File: src/rtl/or_collect_pkg.sv
// Shared types and constants for the OR-reduction input collector.
// Optional flush support is selected with the OR_COLLECT_FLUSH_EN macro.
package or_collect_pkg;

    localparam int BIT_DEF          = 29;
    localparam int NUMBER_INPUT_DEF = 16;

    typedef enum logic {
        FILL = 1'b0,
        HOLD = 1'b1
    } or_state_e;

    // The counter must reach NUMBER_INPUT itself, hence one bit beyond the lane index.
    function automatic int cnt_width(input int number_input);
        return $clog2(number_input) + 1;
    endfunction

endpackage

File: src/rtl/or_collect_ctrl.sv
// Collector FSM and lane counter: FILL accepts words lane by lane, HOLD presents
// the bundle until taken. Flush support depends on OR_COLLECT_FLUSH_EN.
import or_collect_pkg::*;

module or_collect_ctrl #(
    parameter int NUMBER_INPUT = NUMBER_INPUT_DEF,
    parameter int CW           = cnt_width(NUMBER_INPUT_DEF),
    parameter int IW           = $clog2(NUMBER_INPUT_DEF)
) (
    input  logic          clk,
    input  logic          rst_n,
    input  logic          in_valid,
`ifdef OR_COLLECT_FLUSH_EN
    input  logic          flush,
`endif
    input  logic          out_ready,
    output logic          in_ready,
    output logic          out_valid,
    output logic          wr_en,
    output logic [IW-1:0] wr_idx,
    output logic          clear,
    output logic [CW-1:0] cnt,
    output or_state_e     state
);

    // Handshakes: a transfer happens on a rising edge where valid and ready are
    // both high; ready may lead valid, and out_valid is held until out_ready.
    or_state_e     state_n;
    logic [CW-1:0] cnt_n;
    logic          accept;

    // in_ready is gated by rst_n so it reads low throughout reset.
    assign in_ready  = rst_n && (state == FILL);
    assign out_valid = (state == HOLD);
    assign accept    = in_valid && in_ready;
    assign wr_en     = accept;
    assign wr_idx    = cnt[IW-1:0];

    always_ff @(posedge clk or negedge rst_n) begin
        if (!rst_n) begin
            state <= FILL;
            cnt   <= '0;
        end else begin
            state <= state_n;
            cnt   <= cnt_n;
        end
    end

    always_comb begin
        state_n = state;
        cnt_n   = cnt;
        clear   = 1'b0;
        case (state)
            FILL: begin
                if (accept) begin
                    cnt_n = cnt + CW'(1);
                    if (cnt == CW'(NUMBER_INPUT - 1)) state_n = HOLD;
                end
`ifdef OR_COLLECT_FLUSH_EN
                if (flush && ((cnt != '0) || accept)) state_n = HOLD;
`endif
            end
            HOLD: begin
                if (out_ready) begin
                    state_n = FILL;
                    cnt_n   = '0;
                    clear   = 1'b1;
                end
            end
            default: state_n = FILL;
        endcase
    end

endmodule

File: src/rtl/or_in_collector.sv
// Packs BIT-wide words into a NUMBER_INPUT*BIT bus for the OR stage; unfilled
// lanes stay zero. Define OR_COLLECT_FLUSH_EN to add the flush port.
import or_collect_pkg::*;

module or_in_collector #(
    parameter int BIT          = BIT_DEF,
    parameter int NUMBER_INPUT = NUMBER_INPUT_DEF
) (
    input  logic                                 clk,
    input  logic                                 rst_n,
    input  logic                                 in_valid,
    output logic                                 in_ready,
    input  logic [BIT-1:0]                       in_data,
`ifdef OR_COLLECT_FLUSH_EN
    input  logic                                 flush,
`endif
    output logic                                 out_valid,
    input  logic                                 out_ready,
    output logic [NUMBER_INPUT*BIT-1:0]          out_bus,
    output logic [$clog2(NUMBER_INPUT):0]        out_count
);

    localparam int CW = cnt_width(NUMBER_INPUT);
    localparam int IW = $clog2(NUMBER_INPUT);

    logic                        wr_en;
    logic [IW-1:0]               wr_idx;
    logic                        clear;
    logic [CW-1:0]               cnt;
    or_state_e                   state_dbg;
    logic [NUMBER_INPUT*BIT-1:0] bus_q;

    or_collect_ctrl #(
        .NUMBER_INPUT (NUMBER_INPUT),
        .CW           (CW),
        .IW           (IW)
    ) u_ctrl (
        .clk       (clk),
        .rst_n     (rst_n),
        .in_valid  (in_valid),
`ifdef OR_COLLECT_FLUSH_EN
        .flush     (flush),
`endif
        .out_ready (out_ready),
        .in_ready  (in_ready),
        .out_valid (out_valid),
        .wr_en     (wr_en),
        .wr_idx    (wr_idx),
        .clear     (clear),
        .cnt       (cnt),
        .state     (state_dbg)
    );

    // Clearing on hand-off restores the OR identity in every lane.
    always_ff @(posedge clk or negedge rst_n) begin
        if (!rst_n) begin
            bus_q <= '0;
        end else if (clear) begin
            bus_q <= '0;
        end else if (wr_en) begin
            bus_q[wr_idx*BIT +: BIT] <= in_data;
        end
    end

    assign out_bus   = bus_q;
    assign out_count = cnt;

    a_valid_tracks_hold: assert property (
        @(posedge clk) disable iff (!rst_n) out_valid == (state_dbg == HOLD));

endmodule
File: config.mk
export PLATFORM = sky130hd
export DESIGN_NAME = or_in_collector
export DESIGN_NICKNAME = d
export VERILOG_FILES = /design/src/rtl/or_collect_pkg.sv /design/src/rtl/or_collect_ctrl.sv /design/src/rtl/or_in_collector.sv
export SDC_FILE = /design/constraint.sdc
export NUM_CORES = 1
export LEC_CHECK = 0
export ABC_AREA = 1
export CORE_UTILIZATION = 50
export CTS_BUF_LIST = sky130_fd_sc_hd__clkbuf_8 sky130_fd_sc_hd__clkbuf_16
export CTS_CLUSTER_SIZE = 14
export DETAILED_ROUTE_END_ITERATION = 12
export GPL_ROUTABILITY_DRIVEN = 0
export GPL_TIMING_DRIVEN = 0
export PLACE_DENSITY = 0.81
export SLEW_MARGIN = 40
export SYNTH_ARGS = -nofsm -noshare
export SYNTH_HDL_FRONTEND = slang
export SYNTH_HIERARCHICAL = 1
export SYNTH_SLANG_ARGS = --single-unit
File: constraint.sdc
create_clock -name clk -period 3.21 [get_ports clk]
set_input_delay 0.642 -clock clk [delete_from_list [all_inputs] [get_ports clk]]
set_output_delay 0.642 -clock clk [all_outputs]
set_load 0.01 [all_outputs]
==> results.py, run 1 <==
metrics = {
    "placement": {
        "io_buffers": 503,
        "hpwlAfterDp_um": 60400,
        "dpl_cell_area_sq_um": 26200,
        "pre_cts_slack_ps": -424,
    },
    "global_routing": {
        "grt_max_degree": 79,
        "grt_pass1_wl_um": 122000,
        "grtUsageTotal": 0.392,
        "gr-total-overflow": 0,
        "antenna_found_initial": 0,
        "first_global_vias": 20000,
    },
    "worst_setup_path": {
        "start_kind": "flop",
        "timing.rr.start": "u_ctrl/cnt[0]",
        "path_max_fanout": 11,
        "arrival_ps": 3800,
        "required_ps": 3730,
        "reg2regPathDepth": 11,
        "regToRegEndpoint": "out_bus[458]",
        "r2r_slack_ps": -60,
        "crit_type": "flop to flop",
        "crit_path_end_kind": "flop",
    },
    "sta": {
        "hold_viol_final": 0,
        "rsz0062_at_grt": "yes",
        "slew_headroom": 0.405,
        "layout_min_cycle_time_ps": 3270,
        "tightest_slew_ps": 892,
        "drv_slew": 0,
        "clock_skew_ps": 24.8,
        "whs_ps": 93.0,
        "finalWorstSetupSlack_ps": -62.0,
        "fin_crit_sh": 1.02,
        "setup_viol": 19,
        "clock.fmax_mhz": 306,
        "tns_ps": -529,
    },
    "layout": {
        "design_area_sq_um": 28000,
        "drive_above_1_share": 0.0711,
        "final_nets": 3012,
        "diodes": 0,
        "multi_input_comb_area_sq_um": 7620,
        "fillers": 3052,
        "seq_area_sq_um": 11800,
        "syn_to_final_growth_pct": 37.5,
    },
    "floorplan": {
        "coreArea_sq_um": 40000,
        "die-area_sq_um": 41600,
        "die_y_um": 204,
        "row_count": 73,
        "die_width_um": 204,
        "io_pins": 504,
        "initial_core_util": 0.509,
    },
    "detailed_routing": {
        "viasPerCell": 5.84,
        "dr.first_iter.drc_count": 2084,
        "vias": 20600,
        "drc": 0,
        "wire_per_inst_um": 23.0,
        "ant_nets": 0,
        "wl_um": 81400,
        "firstDrtPassIters": 6,
    },
    "run": {
        "max-cap-violations": 0,
    },
    "run_status": {
        "violations": "negative setup slack",
        "outcome": "finished with violations",
    },
    "clocking": {
        "clockBufferDepth": 3,
        "cts_tree": "done",
        "clock_sinks": 470,
        "cts_buffers": 47,
        "htreeDepth": 2,
        "root_buffer": "clkbuf_16",
        "path_clk_slew_ps": 60,
        "cts_setup_buffers": 0,
        "clk_latency_ps": 590,
    },
    "hold_path": {
        "worstHoldPathType": "input pin to async pin",
    },
    "synthesis": {
        "syn_area_sq_um": 20400,
        "synth_area_per_cell_sq_um": 8.44,
        "synth_cells": 2414,
        "synth_fp_nets": 2453,
        "yosysWarnings": 6,
    },
    "pwr": {
        "power_density_nw_per_um2": 927,
        "leakagePower_nw": 14.2,
        "peakVddDrop_uv": 556,
    },
}
[layout make-up]
| type | count | area share |
|---|---|---|
| multi-input combinational | 1670 | 0.272 |
| buffer | 202 | 0.0317 |
| clock inverter | 29 | 0.0107 |
| sequential | 470 | 0.420 |
| inverter | 72 | 0.00982 |
| tap | 525 | 0.0234 |
| timing repair buffer | 510 | 0.187 |
| clock buffer | 55 | 0.0459 |
[per-stage QoR]
stage                     std cells  utilization  total power [W]
after CTS                      3532        0.696           0.0257
after global routing           3533        0.700           0.0271
after floorplan                2414            -           0.0136
after detailed placement       3448        0.656           0.0199
final                          3533        0.700           0.0260
after global placement         3442        0.652           0.0197
[where the power goes]
group          switching [W]  total (W)  leakage (nW)  internal, W
combinational        0.00597     0.0109          6.93      0.00494
clock                0.00238    0.00571         0.807      0.00333
sequential           0.00144    0.00934          6.42      0.00790
[layout by cell type, fill, tap and decap left out, types with 47 or more instances in the layout]
cell / instances
nand2_1: 729
nand3_1: 591
clkdlybuf4s50_1: 502
dfrtp_1: 470
nor2_1: 127
clkbuf_1: 113
inv_1: 75
o21ai_0: 68
buf_2: 62
clkbuf_16: 47
[state kept, by name, summed over array words and instances, names as in the netlist]
| signal | cells |
|---|---|
| u_ctrl/cnt | 5 |
| out_bus | 464 |
| u_ctrl/out_valid | 1 |
[how the worst max path moves through the flow]
stage | start | end | slack, ps | cells past startpoint
after global placement | rst_n | out_bus[38] | -18530 | 1
after floorplan | u_ctrl/cnt[0] | out_bus[459] | 810 | 10
after global routing | u_ctrl/cnt[0] | out_bus[231] | -190 | 11
after CTS | u_ctrl/cnt[0] | out_bus[337] | 10 | 11
final | u_ctrl/cnt[0] | out_bus[458] | -60 | 11
after detailed placement | rst_n | out_bus[108] | -420 | 10
[routing by layer]
metal	global-route usage	vias to the layer above	share of wire
met5	0	-	0
met4	0.237	0	0.069
met1	0.484	10000	0.37
met2	0.610	1293	0.45
li1	-	9021	-
met3	0.114	286	0.11
[worst max-delay path, stage by stage (launching register included)]
cell	delay, ps
dfrtp_1	450
buf_4	210
inv_2	90
clkbuf_4	220
ha_1	250
nand2_1	160
buf_2	260
buf_2	280
nand2_1	350
nor3_1	650
nand3_1	170
nand2_1	110
[repair_timing]
action	4_1_cts	5_1_grt
endpoints found under the setup margin	40	195
pin swaps	0	0
endpoints found under the hold margin	0	60
hold buffers	0	1
resized for setup	4	50
(Power assumes the default switching activity.)
==> inputs of run 2 (changes only) <==
Settings changed: SYNTH_HIERARCHICAL 1 to default.
==> run 2 against run 1 <==
The run now ends clean; clock power is 4.0% lower; clock skew fell by 1.6 ps; combinational power rose by 5%; critical path depth is 1 lower; non-clock buffer count down 1; maximum frequency increased by 10%; synthesized cell count decreased by 0.37%; register-to-register slack better by 300 ps; die area about the same; wire length up 0.52%; largest cell class unchanged.
==> results.py, run 2 <==
metrics = {
    "layout": {
        "design_area_sq_um": 27800,
        "final_cell_mix": "nand2_1, nand3_1, clkdlybuf4s50_1",
        "fillers": 3070,
        "largest_reg_flops": 464,
        "final_nets": 3003,
        "fin_util": 0.697,
        "syn_to_final_growth_pct": 36.6,
        "finalNonFillerCells": 3530,
        "layout_commonest_cell": "nand2_1",
        "drive_above_1_share": 0.0646,
    },
    "synthesis": {
        "synth_compound_area_frac": 0.0178,
        "synth.largest_area_cell": "dfrtp_1",
        "ys_ff_latch": 470,
        "synth_cells": 2405,
        "synth_fa_ha_area_frac": 0.00368,
        "muxShareOfSynthArea": 0,
        "yosysWarnings": 0,
        "synth-seq-area-share": 0.577,
        "synth_fp_nets": 2444,
        "ys_top_cells_by_count": "nand2_1, nand3_1, dfrtp_1",
        "synth_area_per_cell_sq_um": 8.47,
        "synthDistinctLibCells": 26,
        "synth_top_family_by_area": "simple AND/OR/NAND/NOR gates",
        "yosysTopAreaCellShare": 0.577,
        "synth_xor_area_frac": 0,
        "synthFlopType": "dfrtp_1",
        "synth_edf_count": 0,
        "synth.most_common_cell": "nand2_1",
        "yosys.area_share.simple": 0.343,
        "syn_area_sq_um": 20400,
        "async_flop_share": 1.00,
        "yosys-top-cells-area": "dfrtp_1, nand3_1, nand2_1, nor2_1, clkbuf_1",
    },
    "clocking": {
        "clk_latency_ps": 580,
        "clock_sinks": 470,
        "root_buffer": "clkbuf_16",
        "cts_tree": "done",
        "path_clk_slew_ps": 60,
        "clockBufferDepth": 3,
        "cts_buffers": 47,
        "htreeDepth": 2,
        "cts_setup_buffers": 0,
    },
    "detailed_routing": {
        "dr.first_iter.drc_count": 2542,
        "wire_per_inst_um": 23.2,
        "ant_nets": 0,
        "viasPerCell": 5.90,
        "wl_um": 81800,
        "firstDrtPassIters": 8,
        "drc": 0,
        "vias": 20800,
    },
    "global_routing": {
        "grt_pass1_wl_um": 121000,
        "grtUsageTotal": 0.390,
        "gr-total-overflow": 0,
        "grt_max_degree": 82,
        "antenna_found_initial": 5,
        "first_global_vias": 19900,
    },
    "sta": {
        "layout_min_cycle_time_ps": 2970,
        "tightest_slew_ps": 808,
        "clock.fmax_mhz": 337,
        "setup_viol": 0,
        "clock_skew_ps": 23.2,
        "drv_slew": 0,
        "fin_crit_sh": 0.924,
        "slew_headroom": 0.461,
        "rsz0062_at_grt": "no",
        "finalWorstSetupSlack_ps": 243,
        "tns_ps": 0,
        "hold_viol_final": 0,
    },
    "worst_setup_path": {
        "required_ps": 3710,
        "critPathMaxStageDelay_ps": 610,
        "start_kind": "flop",
        "crit_path_end_kind": "flop",
        "path_max_fanout": 17,
        "arrival_ps": 3470,
        "crit_type": "flop to flop",
        "path_cells": "buf_6 > inv_4 > ha_1 > nand3_2 > buf_4 > buf_2 > nand3_1 > nor3_1 > nand2_1 > nand2_1",
        "cp_slowest_cell": "nor3_1",
        "cp_common_cell": "nand2_1",
    },
    "floorplan": {
        "row_count": 73,
        "initial_core_util": 0.510,
        "coreArea_sq_um": 39900,
        "die-area_sq_um": 41600,
        "die_width_um": 204,
        "io_pins": 504,
        "die_y_um": 204,
    },
    "placement": {
        "hpwlAfterDp_um": 61200,
        "io_buffers": 503,
        "place_inst": 3439,
        "pre_cts_slack_ps": -342,
        "dpl_cell_area_sq_um": 26200,
    },
    "pwr": {
        "power_density_nw_per_um2": 944,
        "leakagePower_nw": 13.9,
        "peakVddDrop_uv": 555,
    },
    "hold_path": {
        "worstHoldPathType": "input pin to async pin",
    },
    "run_status": {
        "outcome": "finished, final reports clean",
    },
    "run": {
        "max-cap-violations": 0,
    },
}
[run 2: layout make-up]
class,instances,area [sq um],area share
Buffer,200,962,0.0346
Multi-Input combinational cell,1673,7420,0.267
Tap cell,525,657,0.0236
Inverter,61,231,0.00832
Clock inverter,24,135,0.00486
Timing Repair Buffer,511,5250,0.189
Sequential cell,470,11800,0.423
Clock buffer,62,1410,0.0505
Antenna cell,4,10.0,0.000360
[run 2: worst paths after layout]
| check | depth (start not counted) | endpoint | startpoint | slack (ps) |
|---|---|---|---|---|
| min in group clk | 2 | out_bus[123] | out_bus[123] | 470 |
| worst min-delay path | 2 | out_bus[247] | rst_n | 100 |
| max in group asynchronous | 4 | out_bus[211] | rst_n | 2070 |
| worst max-delay path | 10 | out_bus[99] | u_ctrl.cnt[0] | 240 |
| worst min register to register | 2 | out_bus[123] | out_bus[123] | 470 |
| worst max register to register | 10 | out_bus[99] | u_ctrl.cnt[0] | 240 |
[run 2: metrics by stage]
stage	hold WS [ps]	total power (W)
2_1_floorplan	346	0.0139
3_3_place_gp	457	0.0202
3_5_place_dp	458	0.0206
4_1_cts	45.8	0.0260
5_1_grt	111	0.0274
6_report	97.6	0.0263
[run 2: power by group]
part	internal [W]	leakage, nW	switching (W)
Sequential	0.00793	6.43	0.00149
Combinational	0.00495	6.68	0.00643
Clock	0.00314	0.815	0.00235
Total	0.0160	13.9	0.0103
[run 2: repair_timing]
item	CTS	global route
hold buffers	0	2
endpoints found under the hold margin	0	11
resized for setup	0	2
endpoints found under the setup margin	0	102
[run 2: cell families (layout without fill, tap and decap cells)]
family,after synthesis,count (layout)
DFF,470,470
AOI/OAI and AO/OA,72,72
other,0,4
adders and majority gates,6,6
buffers and inverters,262,858
and+or+nand+nor,1595,1595
[run 2: metal layers]
layer	share of wire	GRT usage	wire length, um
met1	0.37	0.508	30000
met2	0.44	0.590	36400
met3	0.13	0.120	10600
met4	0.060	0.198	4900
met5	0.00016	0	13
[run 2: critical path: cells and delay by family (launching register included)]
family,cells,cell delay [ps]
buffers and inverters,4,680
and+or+nand+nor,5,1470
DFF,1,480
adders and majority gates,1,250
